## src/rtl/serial_link_pkg.sv

```systemverilog
// Shared definitions for the serializer/deserializer link: state encoding and counter sizing.
package serial_link_pkg;

    localparam logic ST_IDLE    = 1'b0;
    localparam logic ST_RECEIVE = 1'b1;

    // Bit-counter width for a given word width.
    function automatic int unsigned counter_width(input int unsigned width);
        return $clog2(width) + 1;
    endfunction

endpackage

```

## src/rtl/deserializer_out_reg.sv

```systemverilog
// Valid/ready holding register for received words; raises overrun when a word must be dropped.
module deserializer_out_reg
    import serial_link_pkg::*;
#(
    parameter int unsigned DATA_WIDTH = 8
) (
    input  logic                  clock,
    input  logic                  reset,
    input  logic                  i_load,
    input  logic [DATA_WIDTH-1:0] i_word,
    input  logic                  i_ready,
    output logic [DATA_WIDTH-1:0] o_data,
    output logic                  o_valid,
    output logic                  o_overrun
);

    logic [DATA_WIDTH-1:0] r_data;
    logic                  r_valid;
    logic                  r_overrun;

    // A completing word replaces the held one only if the slot is empty or being consumed now.
    always_ff @(posedge clock or negedge reset) begin
        if (!reset) begin
            r_data    <= '0;
            r_valid   <= 1'b0;
            r_overrun <= 1'b0;
        end else begin
            r_overrun <= 1'b0;
            if (i_load) begin
                if (!r_valid || i_ready) begin
                    r_data  <= i_word;
                    r_valid <= 1'b1;
                end else begin
                    r_overrun <= 1'b1;
                end
            end else if (r_valid && i_ready) begin
                r_valid <= 1'b0;
            end
        end
    end

    assign o_data    = r_data;
    assign o_valid   = r_valid;
    assign o_overrun = r_overrun;

endmodule

```

## src/rtl/deserializer.sv

```systemverilog
// Serial-to-parallel receiver: reassembles LSB-first words framed by frame_in.
module deserializer
    import serial_link_pkg::*;
#(
    parameter int unsigned DATA_WIDTH   = 8,
    parameter int unsigned COUNTER_SIZE = counter_width(DATA_WIDTH)
) (
    input  logic                  clock,
    input  logic                  reset,
    input  logic                  data_in,
    input  logic                  frame_in,
    input  logic                  ready,
    output logic [DATA_WIDTH-1:0] data_out,
    output logic                  valid,
    output logic                  frame_error,
    output logic                  overrun
);

    logic                    r_state;
    logic                    w_state_n;
    logic [COUNTER_SIZE-1:0] r_count;
    logic [COUNTER_SIZE-1:0] w_count_n;
    logic [DATA_WIDTH-1:0]   r_shift;
    logic [DATA_WIDTH-1:0]   w_shift_n;
    logic [DATA_WIDTH-1:0]   w_shift_in;
    logic                    r_frame_error;
    logic                    w_frame_error_n;
    logic                    w_done;

    assign w_shift_in = {data_in, r_shift[DATA_WIDTH-1:1]};

    always_ff @(posedge clock or negedge reset) begin
        if (!reset) begin
            r_state       <= ST_IDLE;
            r_count       <= '0;
            r_shift       <= '0;
            r_frame_error <= 1'b0;
        end else begin
            r_state       <= w_state_n;
            r_count       <= w_count_n;
            r_shift       <= w_shift_n;
            r_frame_error <= w_frame_error_n;
        end
    end

    // Next-state logic; w_done marks the edge that captures the last bit of a word.
    always_comb begin
        w_state_n       = r_state;
        w_count_n       = r_count;
        w_shift_n       = r_shift;
        w_frame_error_n = 1'b0;
        w_done          = 1'b0;
        case (r_state)
            ST_IDLE: begin
                if (frame_in) begin
                    w_shift_n = w_shift_in;
                    w_count_n = COUNTER_SIZE'(1);
                    w_state_n = ST_RECEIVE;
                end
            end
            ST_RECEIVE: begin
                if (frame_in) begin
                    w_shift_n = w_shift_in;
                    if (r_count == COUNTER_SIZE'(DATA_WIDTH - 1)) begin
                        w_done    = 1'b1;
                        w_count_n = '0;
                        w_state_n = ST_IDLE;
                    end else begin
                        w_count_n = r_count + COUNTER_SIZE'(1);
                    end
                end else begin
                    // Truncated frame: drop the partial word.
                    w_shift_n       = '0;
                    w_count_n       = '0;
                    w_frame_error_n = 1'b1;
                    w_state_n       = ST_IDLE;
                end
            end
            default: begin
                w_count_n = '0;
                w_state_n = ST_IDLE;
            end
        endcase
    end

    deserializer_out_reg #(
        .DATA_WIDTH(DATA_WIDTH)
    ) u_out_reg (
        .clock     (clock),
        .reset     (reset),
        .i_load    (w_done),
        .i_word    (w_shift_in),
        .i_ready   (ready),
        .o_data    (data_out),
        .o_valid   (valid),
        .o_overrun (overrun)
    );

    assign frame_error = r_frame_error;

endmodule
```

## config.mk

```make
export PLATFORM = sky130hd
export DESIGN_NAME = deserializer
export DESIGN_NICKNAME = d
export VERILOG_FILES = /design/src/rtl/serial_link_pkg.sv /design/src/rtl/deserializer_out_reg.sv /design/src/rtl/deserializer.sv
export SDC_FILE = /design/constraint.sdc
export NUM_CORES = 1
export LEC_CHECK = 0
export CAP_MARGIN = 20
export CELL_PAD_IN_SITES_DETAIL_PLACEMENT = 1
export CELL_PAD_IN_SITES_GLOBAL_PLACEMENT = 1
export CORE_MARGIN = 2
export CORE_UTILIZATION = 35
export CTS_CLUSTER_DIAMETER = 80
export DETAILED_ROUTE_END_ITERATION = 16
export GPL_TIMING_DRIVEN = 0
export PLACE_DENSITY = 0.75
export SLEW_MARGIN = 20
export SYNTH_ARGS = -nofsm -noshare
export SYNTH_HDL_FRONTEND = slang
export SYNTH_HIERARCHICAL = 1
export SYNTH_SLANG_ARGS = --single-unit
export TNS_END_PERCENT = 50
```

## constraint.sdc

```tcl
create_clock -name clock -period 3.46 [get_ports clock]
set_input_delay 0.519 -clock clock [delete_from_list [all_inputs] [get_ports clock]]
set_output_delay 0.519 -clock clock [all_outputs]
set_load 0.05 [all_outputs]
```

# [Word level (Yosys, flattened, before mapping)]
# Index checks and enable logic that the tools add are counted.
# W data, S select, Z words.
[totals] ramBits=0 elab_cells=39 mem_count=0 latch_bits=0 regBits=24 mem_bits_ro=0 output_inout_bits=11 in_bits=5
[classes] n_eq_ne=3 reduce_logical=6 magnitude_cmp=0 div_mod_pow=0 n_shift=0 n_bitwise=1 n_mul=0 n_mux=21 addsub=1
[ops] cell="$mux W8" count=2
[ops] cell="$pmux W8 S2" count=1
[ops] cell="$mux W1" count=13
[ops] cell="$mux W4" count=3
[ops] cell="$pmux W4 S2" count=1
[ops] cell="$add A4 B1 Y4 const B" count=1
[ops] cell="$eq A4 B3 Y1 const B" count=1
[ops] cell="$ne A2 B2 Y1 const B" count=2
[ops] cell="$reduce_and A2 Y1" count=2
[ops] cell="$pmux W1 S2" count=1
[ops] cell="$reduce_bool A2 Y1" count=1
[ops] cell="$logic_and A1 B1 Y1" count=1
[ops] cell="$logic_not A1 Y1" count=1
[ops] cell="$logic_or A1 B1 Y1" count=1
[ops] cell="$not A1 Y1" count=1

# [Logic depth before layout (Yosys ltp)]
# Gate-level depths: netlist of the first run.
[logic_depth] depth_word=6 depth_mapped=5 mapped_depth_nobuf=5

# [Hierarchy]
# The synthesis of the first run kept the hierarchy.
[by_module_without_submodules] module="deserializer" cells_per_inst=47 area_per_inst_um2=540.5 seq_area_each_um2=325.3 instances=1
[by_module_without_submodules] module="deserializer_out_reg" cells_per_inst=23 area_per_inst_um2=406.6 seq_area_each_um2=250.2 instances=1

# [Least setup slack after synthesis of the first run]
# Ideal clock, no wire load.
[synth_timing] path_type="input port to flip-flop" start="input frame_in" end="register u_out_reg.r_data[0] (netlist: u_out_reg/o_data[0])" n_path_buf=2 required_time_ns=3.335 setup_slack_ns=1.885 cell_stages=5 setup_ns=0.125 t_arrival_ns=1.450 path_cell_list="buf_4 > buf_2 > and3_1 > nand2_4 > mux2_4"
[synth_via] elab_chain_len=3
[synth_lines] element="start: declaration" line_no="deserializer.sv:11" text="input logic frame_in,"
[synth_lines] element="$mux W1" line_no="deserializer.sv:62" text="if (frame_in) begin"
[synth_lines] element="$mux W1" line_no="deserializer.sv:53" text="case (r_state)"
[synth_lines] element="via w_done" line_no="deserializer.sv:28" text="logic w_done;"
[synth_lines] element="$reduce_and A2 Y1 (no source line)"
[synth_lines] element="end signal: assignment" line_no="deserializer_out_reg.sv:31" text="r_data <= i_word;"
[synth_lines] element="end: declaration" line_no="deserializer_out_reg.sv:17" text="logic [DATA_WIDTH-1:0] r_data;"
# The timed path passes the listed nets, and every way through them passes these cells.
# A chain may end at the register's enable or synchronous reset.

# [Final worst setup path of the first run]
[layout_timing] start="register u_out_reg.r_valid (netlist: u_out_reg/o_valid)" end="output valid"
[layout_rtl] element="start: declaration" line_no="deserializer_out_reg.sv:18" text="logic r_valid;"
[layout_rtl] element="start signal: assignment" line_no="deserializer_out_reg.sv:25" text="r_valid <= 1'b0;"
[layout_rtl] element="start signal: assignment" line_no="deserializer_out_reg.sv:32" text="r_valid <= 1'b1;"
[layout_rtl] element="start signal: assignment" line_no="deserializer_out_reg.sv:37" text="r_valid <= 1'b0;"
[layout_rtl] element="end: declaration" line_no="deserializer.sv:14" text="output logic valid,"
# No word-level cell between the ends.

==> flow_metrics.tcl, run 1 <==
set metrics [dict create \
    setup_violations 0 \
    cts.sinks 23 \
    period_needed_ps 2070 \
    die_x_um 56.0 \
    wl_um 1730 \
    hpwl_um 1300 \
    maxSlewHeadroom_pct 64.9 \
    start_kind "flop" \
    grt_max_degree 24 \
    die_y_um 56.0 \
    route.detailed.vias_per_inst 5.03 \
    syn_inst 70 \
    crit_arrival_ps 1550 \
    seq_area_frac_synth_pct 60.8 \
    cpPeakStageDelay_ps 820 \
    synth_cell_types 23 \
    drtAntennaViolNets 0 \
    start_util_pct 37.5 \
    antenna_found_initial 0 \
    layout-drive-gt1-share_pct 21.6 \
    p_leak_nw 0.560 \
    track_usage_pct 12.4 \
    synth_warnings 6 \
    drc 0 \
    muxShareOfSynthArea_pct 12.7 \
    diodes 0 \
    crit_type "flop to primary output" \
    vdd_ir_drop_max_mv 0.267 \
    fin_area_um2 1150 \
    syn_nets 76 \
    period_share_pct 59.7 \
    die_area_um2 3140 \
    fin_util_pct 45.5 \
    synth_compound_area_share_pct 8.32 \
    end_kind "primary output" \
    cts_resized 0 \
    cap_viol_max_count 0 \
    layout_common_cells "dfrtp_1 (23), clkdlybuf4s50_1 (13), mux2_4 (8)" \
    tightest_slew_ps 525 \
    dr.first_iter.drc_count 10 \
    rsz0062_at_grt "no" \
    path_max_fanout 2 \
    dpl_cell_area_um2 1120 \
    core_area_um2 2520 \
    cts_tree "built" \
    synth_xor_area_share_pct 0.925 \
    maxSlewViolCount 0 \
    r2r_cells 5 \
    wl_per_cell_um 14.6 \
    syn_to_final_growth_pct 21.1 \
    final_hold_viol_count 0 \
    hold_path.class "input pin to asynchronous set/reset pin" \
    cts_buffers 3 \
    skew_ps 3.16 \
    synth_seq_cells 23 \
    place_congestion 0.716 \
    clk_path_buf_depth 2 \
    cp.required_ps 2940 \
    cts_root_buf "clkbuf_4" \
    synth_area_um2 947 \
    ioPinCount 16 \
    path_cells "clkdlybuf4s50_1" \
    cp_slowest_cell "clkdlybuf4s50_1" \
    max_clock_freq_ghz 0.484 \
    post_cts_buffers 0 \
    grt_first_pass_wirelength_um 2990 \
    setup-tns-final_ps 0 \
    hold_buffers 0 \
    nets 95 \
    final_common_cell "dfrtp_1" \
    vias 594 \
    powerDensity_nw_per_um2 406 \
    critPathTopFamily "buffers and inverters" \
    fillers 280 \
    synthAdderAreaFrac_pct 1.32 \
    synth_top_family_by_area "simple AND/OR/NAND/NOR gates" \
    row_count 18 \
    htree_levels 1 \
    cts.clk_slew.worst_paths_ps 120 \
    synthSimpleGateAreaFrac_pct 13.5 \
    portBuffers 14 \
    drtPass1Iterations 4 \
    path_buf_inv 1 \
    grt_pass1_vias 668 \
    overflow 0 \
    clk_latency_ps 310 \
    crit_cells 1 \
    avgSynthCellArea_um2 13.5 \
    run_status "finished, final reports clean" \
]
cell usage after synthesis (all sizes together):
cell type	instances	area [um^2]
o21ai	4	20.0
o21a	1	7.51
nor2b	1	6.26
nand3	3	15.0
inv	1	3.75
ha	1	12.5
and3	1	6.26
nor2	2	7.51
or4	1	7.51
nand2b	3	26.3
a21boi	1	7.51
nand4	1	6.26
nand2	9	43.8
xnor2	1	8.76
mux2	8	120
a22o	5	43.8
buf	3	20.0
dfrtp	23	576
and3b	1	8.76
layout make-up:
type                            instances  area, um^2  area share, %
Multi-Input combinational cell         43         348           30.3
Buffer                                  3        20.0           1.74
Sequential cell                        23         576           50.2
Inverter                                1        3.75          0.327
Clock buffer                            3        22.5           1.96
Timing Repair Buffer                   14         135           11.8
Tap cell                               30        37.5           3.27
Clock inverter                          1        5.00          0.436
stage by stage:
stage / worst slack (ps) / cells / hold WS (ps) / total power [W]
2_1_floorplan: 1890 / 70 / 223 / 0.000326
3_3_place_gp: 1670 / 114 / 485 / 0.000345
3_5_place_dp: 1680 / 114 / 494 / 0.000349
4_1_cts: 1370 / 118 / 421 / 0.000471
5_1_grt: 1340 / 118 / 176 / 0.000488
6_report: 1390 / 118 / 146 / 0.000466
power breakdown:
group,switching [W],internal [W],total [W]
sequential,0.0000102,0.000280,0.000291
clock,0.0000802,0.0000433,0.000124
combinational,0.0000296,0.0000219,0.0000516
total,0.000120,0.000346,0.000466
registers in the layout, summed over array words and instances, names as in the netlist:
signal               flops
u_out_reg/o_valid        1
r_state                  1
frame_error              1
u_out_reg/o_data         8
u_out_reg/o_overrun      1
r_shift                  7
r_count                  4
routing by layer:
| metal | wire length (um) | up-vias | global-route usage (%) | part of all wire [%] |
|---|---|---|---|---|
| met5 | 0 | - | 0 | 0 |
| met4 | 0 | 0 | 3.74 | 0 |
| met3 | 101 | 0 | 5.12 | 5.9 |
| met2 | 883 | 17 | 20.0 | 51 |
| met1 | 741 | 298 | 15.1 | 43 |
| li1 | - | 279 | - | - |
worst paths after layout:
kind	slack (ps)	end	from
max	1390	valid	u_out_reg/o_valid
min	150	r_shift[3]	reset
max reg2reg	1750	u_out_reg/o_data[7]	r_count[0]
min reg2reg	520	u_out_reg/o_data[7]	u_out_reg/o_data[7]
max in group asynchronous	2980	r_count[3]	reset
min in group clock	420	frame_error	frame_in
kinds of logic after synthesis:
kind of cell,Yosys count
and+or+nand+nor,22
muxes,8
DFF,23
AOI/OAI and AO/OA,11
xor gates and xnor gates,1
adders and majority gates,1
buffers and inverters,4
Power figures use the tool's default switching activity.
==> run 2, diff against run 1 <==
--- a/config.mk
+++ b/config.mk
@@ -13,7 +13,7 @@
 export CTS_CLUSTER_DIAMETER = 80
 export DETAILED_ROUTE_END_ITERATION = 16
 export GPL_TIMING_DRIVEN = 0
-export PLACE_DENSITY = 0.75
+export PLACE_DENSITY = 0.77
 export SLEW_MARGIN = 20
 export SYNTH_ARGS = -nofsm -noshare
 export SYNTH_HDL_FRONTEND = slang
==> constraint.sdc (replaced) <==
create_clock -name clock -period 1.8 [get_ports clock]
set_input_delay 0.27 -clock clock [delete_from_list [all_inputs] [get_ports clock]]
set_output_delay 0.27 -clock clock [all_outputs]
set_load 0.05 [all_outputs]
==> run 2 against run 1 <==
  * Cell area grew 1.3%
  * Die area is the same
  * Worst hold slack gained 27 ps
  * Combinational power grew 94%
  * Routed wire length grew 1.6%
  * Flip-flop and latch count is the same
  * Critical endpoint is now data_out[1]
  * Sequential power grew 91%
  * Register-to-register slack lost 1700 ps
  * Count of clock-buffer cells in the layout grew 1
==> flow_metrics.tcl, run 2 (synthesis results as in run 1) <==
set metrics [dict create \
    hpwl_um 1340 \
    portBuffers 14 \
    r2r_start "r_count[0]" \
    critPathTopFamily "buffers and inverters" \
    vdd_ir_drop_max_mv 0.349 \
    run_status "finished, final reports clean" \
    max_clock_freq_ghz 0.571 \
    path_max_fanout 2 \
    clk_latency_ps 310 \
    cp_slowest_cell "clkdlybuf4s50_1" \
    cts.clk_slew.worst_paths_ps 120 \
    cts.sinks 23 \
    grt_max_degree 24 \
    ioPinCount 16 \
    maxSlewHeadroom_pct 64.4 \
    path_buf_inv 1 \
    dp_cells 114 \
    tightest_slew_ps 533 \
    regArea_um2 576 \
    layout_common_cells "dfrtp_1 (23), clkdlybuf4s50_1 (9), mux2_4 (8)" \
    grt_first_pass_wirelength_um 2940 \
    clk_path_buf_depth 2 \
    diodes 0 \
    track_usage_pct 12.2 \
    post_cts_buffers 0 \
    die_area_um2 3140 \
    dr.first_iter.drc_count 9 \
    row_count 18 \
    start_kind "flop" \
    cts_tree "built" \
    wl_per_cell_um 14.7 \
    met2_usage_pct 20.8 \
    overflow 0 \
    multiInputGateArea_um2 348 \
    global_route.usage.met1_pct 14.6 \
    drc 0 \
    nets 96 \
    maxSlewViolCount 0 \
    wl_um 1750 \
    crit_arrival_ps 1480 \
    path_cells "clkdlybuf4s50_1" \
    final_hold_viol_count 0 \
    fillers 277 \
    cap_viol_max_count 0 \
    period_needed_ps 1750 \
    largest_reg_flops 8 \
    start_util_pct 37.5 \
    drtPass1Iterations 4 \
    setup_violations 0 \
    grt_pass1_vias 630 \
    vias 597 \
    antenna_found_initial 0 \
    met3_usage_pct 2.79 \
    die_y_um 56.0 \
    drtAntennaViolNets 0 \
    setup-tns-final_ps 0 \
    die_x_um 56.0 \
    powerDensity_nw_per_um2 769 \
    top_usage_layer "met2" \
    htree_levels 1 \
    worstHoldStart "frame_in" \
    startpoint "u_out_reg/o_data[1]" \
    place_congestion 0.705 \
    skew_ps 6.89 \
    core_area_um2 2520 \
    cts_root_buf "clkbuf_4" \
    hold_path.class "input pin to flop" \
    syn_to_final_growth_pct 22.7 \
    end_kind "primary output" \
    final_common_cell "dfrtp_1" \
    instances_no_fill 119 \
    crit_type "flop to primary output" \
    layout-drive-gt1-share_pct 20.2 \
    p_leak_nw 0.622 \
    period_share_pct 97.3 \
    cp.required_ps 1530 \
    route.detailed.vias_per_inst 5.02 \
    cts_buffers 3 \
    cpPeakStageDelay_ps 800 \
    rsz0062_at_grt "no" \
]
==> run 2: where the power goes <==
| group | switching (W) | internal, W |
|---|---|---|
| Clock | 0.000150 | 0.0000865 |
| Combinational | 0.0000572 | 0.0000431 |
| Sequential | 0.0000179 | 0.000539 |
| Total | 0.000225 | 0.000669 |
==> run 2: cell type report <==
cell class,count,area share (%)
Buffer,3,1.72
Clock buffer,4,2.26
Inverter,1,0.323
Multi-Input combinational cell,43,29.9
Sequential cell,23,49.5
Tap cell,30,3.23
Timing Repair Buffer,15,13.0
==> run 2: timing repair <==
item / 4_1_cts / 5_1_grt
resized for setup: 1 / 3
hold buffers: 0 / 1
setup endpoints to repair: 1 / 3
hold endpoints to repair: 0 / 23
==> run 2: stage by stage <==
stage | utilization, % | worst slack, ps | power [W] | cell area [um^2] | hold slack (ps)
floorplan | - | 232 | 0.000627 | 947 | -25.6
global placement | 44.6 | 147 | 0.000663 | 1120 | 484
detailed placement | 44.6 | 85.4 | 0.000670 | 1120 | 496
CTS | 45.6 | 16.1 | 0.000901 | 1150 | 164
global route | 46.1 | 0.436 | 0.000932 | 1160 | 166
finish | 46.1 | 48.4 | 0.000894 | 1160 | 172
==> run 2: final timing paths <==
kind	end	slack [ps]	depth (start not counted)
hold reg to reg	u_out_reg/o_data[6]	530	1
max in group asynchronous	u_out_reg/o_data[7]	1020	2
setup reg to reg	u_out_reg/o_data[5]	80	5
hold / removal	frame_error	170	2
min in group asynchronous	u_out_reg/o_data[2]	440	2
setup / recovery	data_out[1]	50	1
==> run 2: per-layer routing <==
| metal | vias up | part of all wire (%) |
|---|---|---|
| met4 | 0 | 0.97 |
| met3 | 4 | 3.4 |
| met5 | - | 0 |
| met2 | 10 | 53 |
| met1 | 302 | 42 |
| li1 | 281 | - |
==> run 3, diff against run 2 <==
--- a/config.mk
+++ b/config.mk
@@ -19,4 +19,3 @@
 export SYNTH_HDL_FRONTEND = slang
 export SYNTH_HIERARCHICAL = 1
 export SYNTH_SLANG_ARGS = --single-unit
-export TNS_END_PERCENT = 50
==> results of run 3 <==
Same layout as run 2: the final DEF is identical, and so are final timing and power.
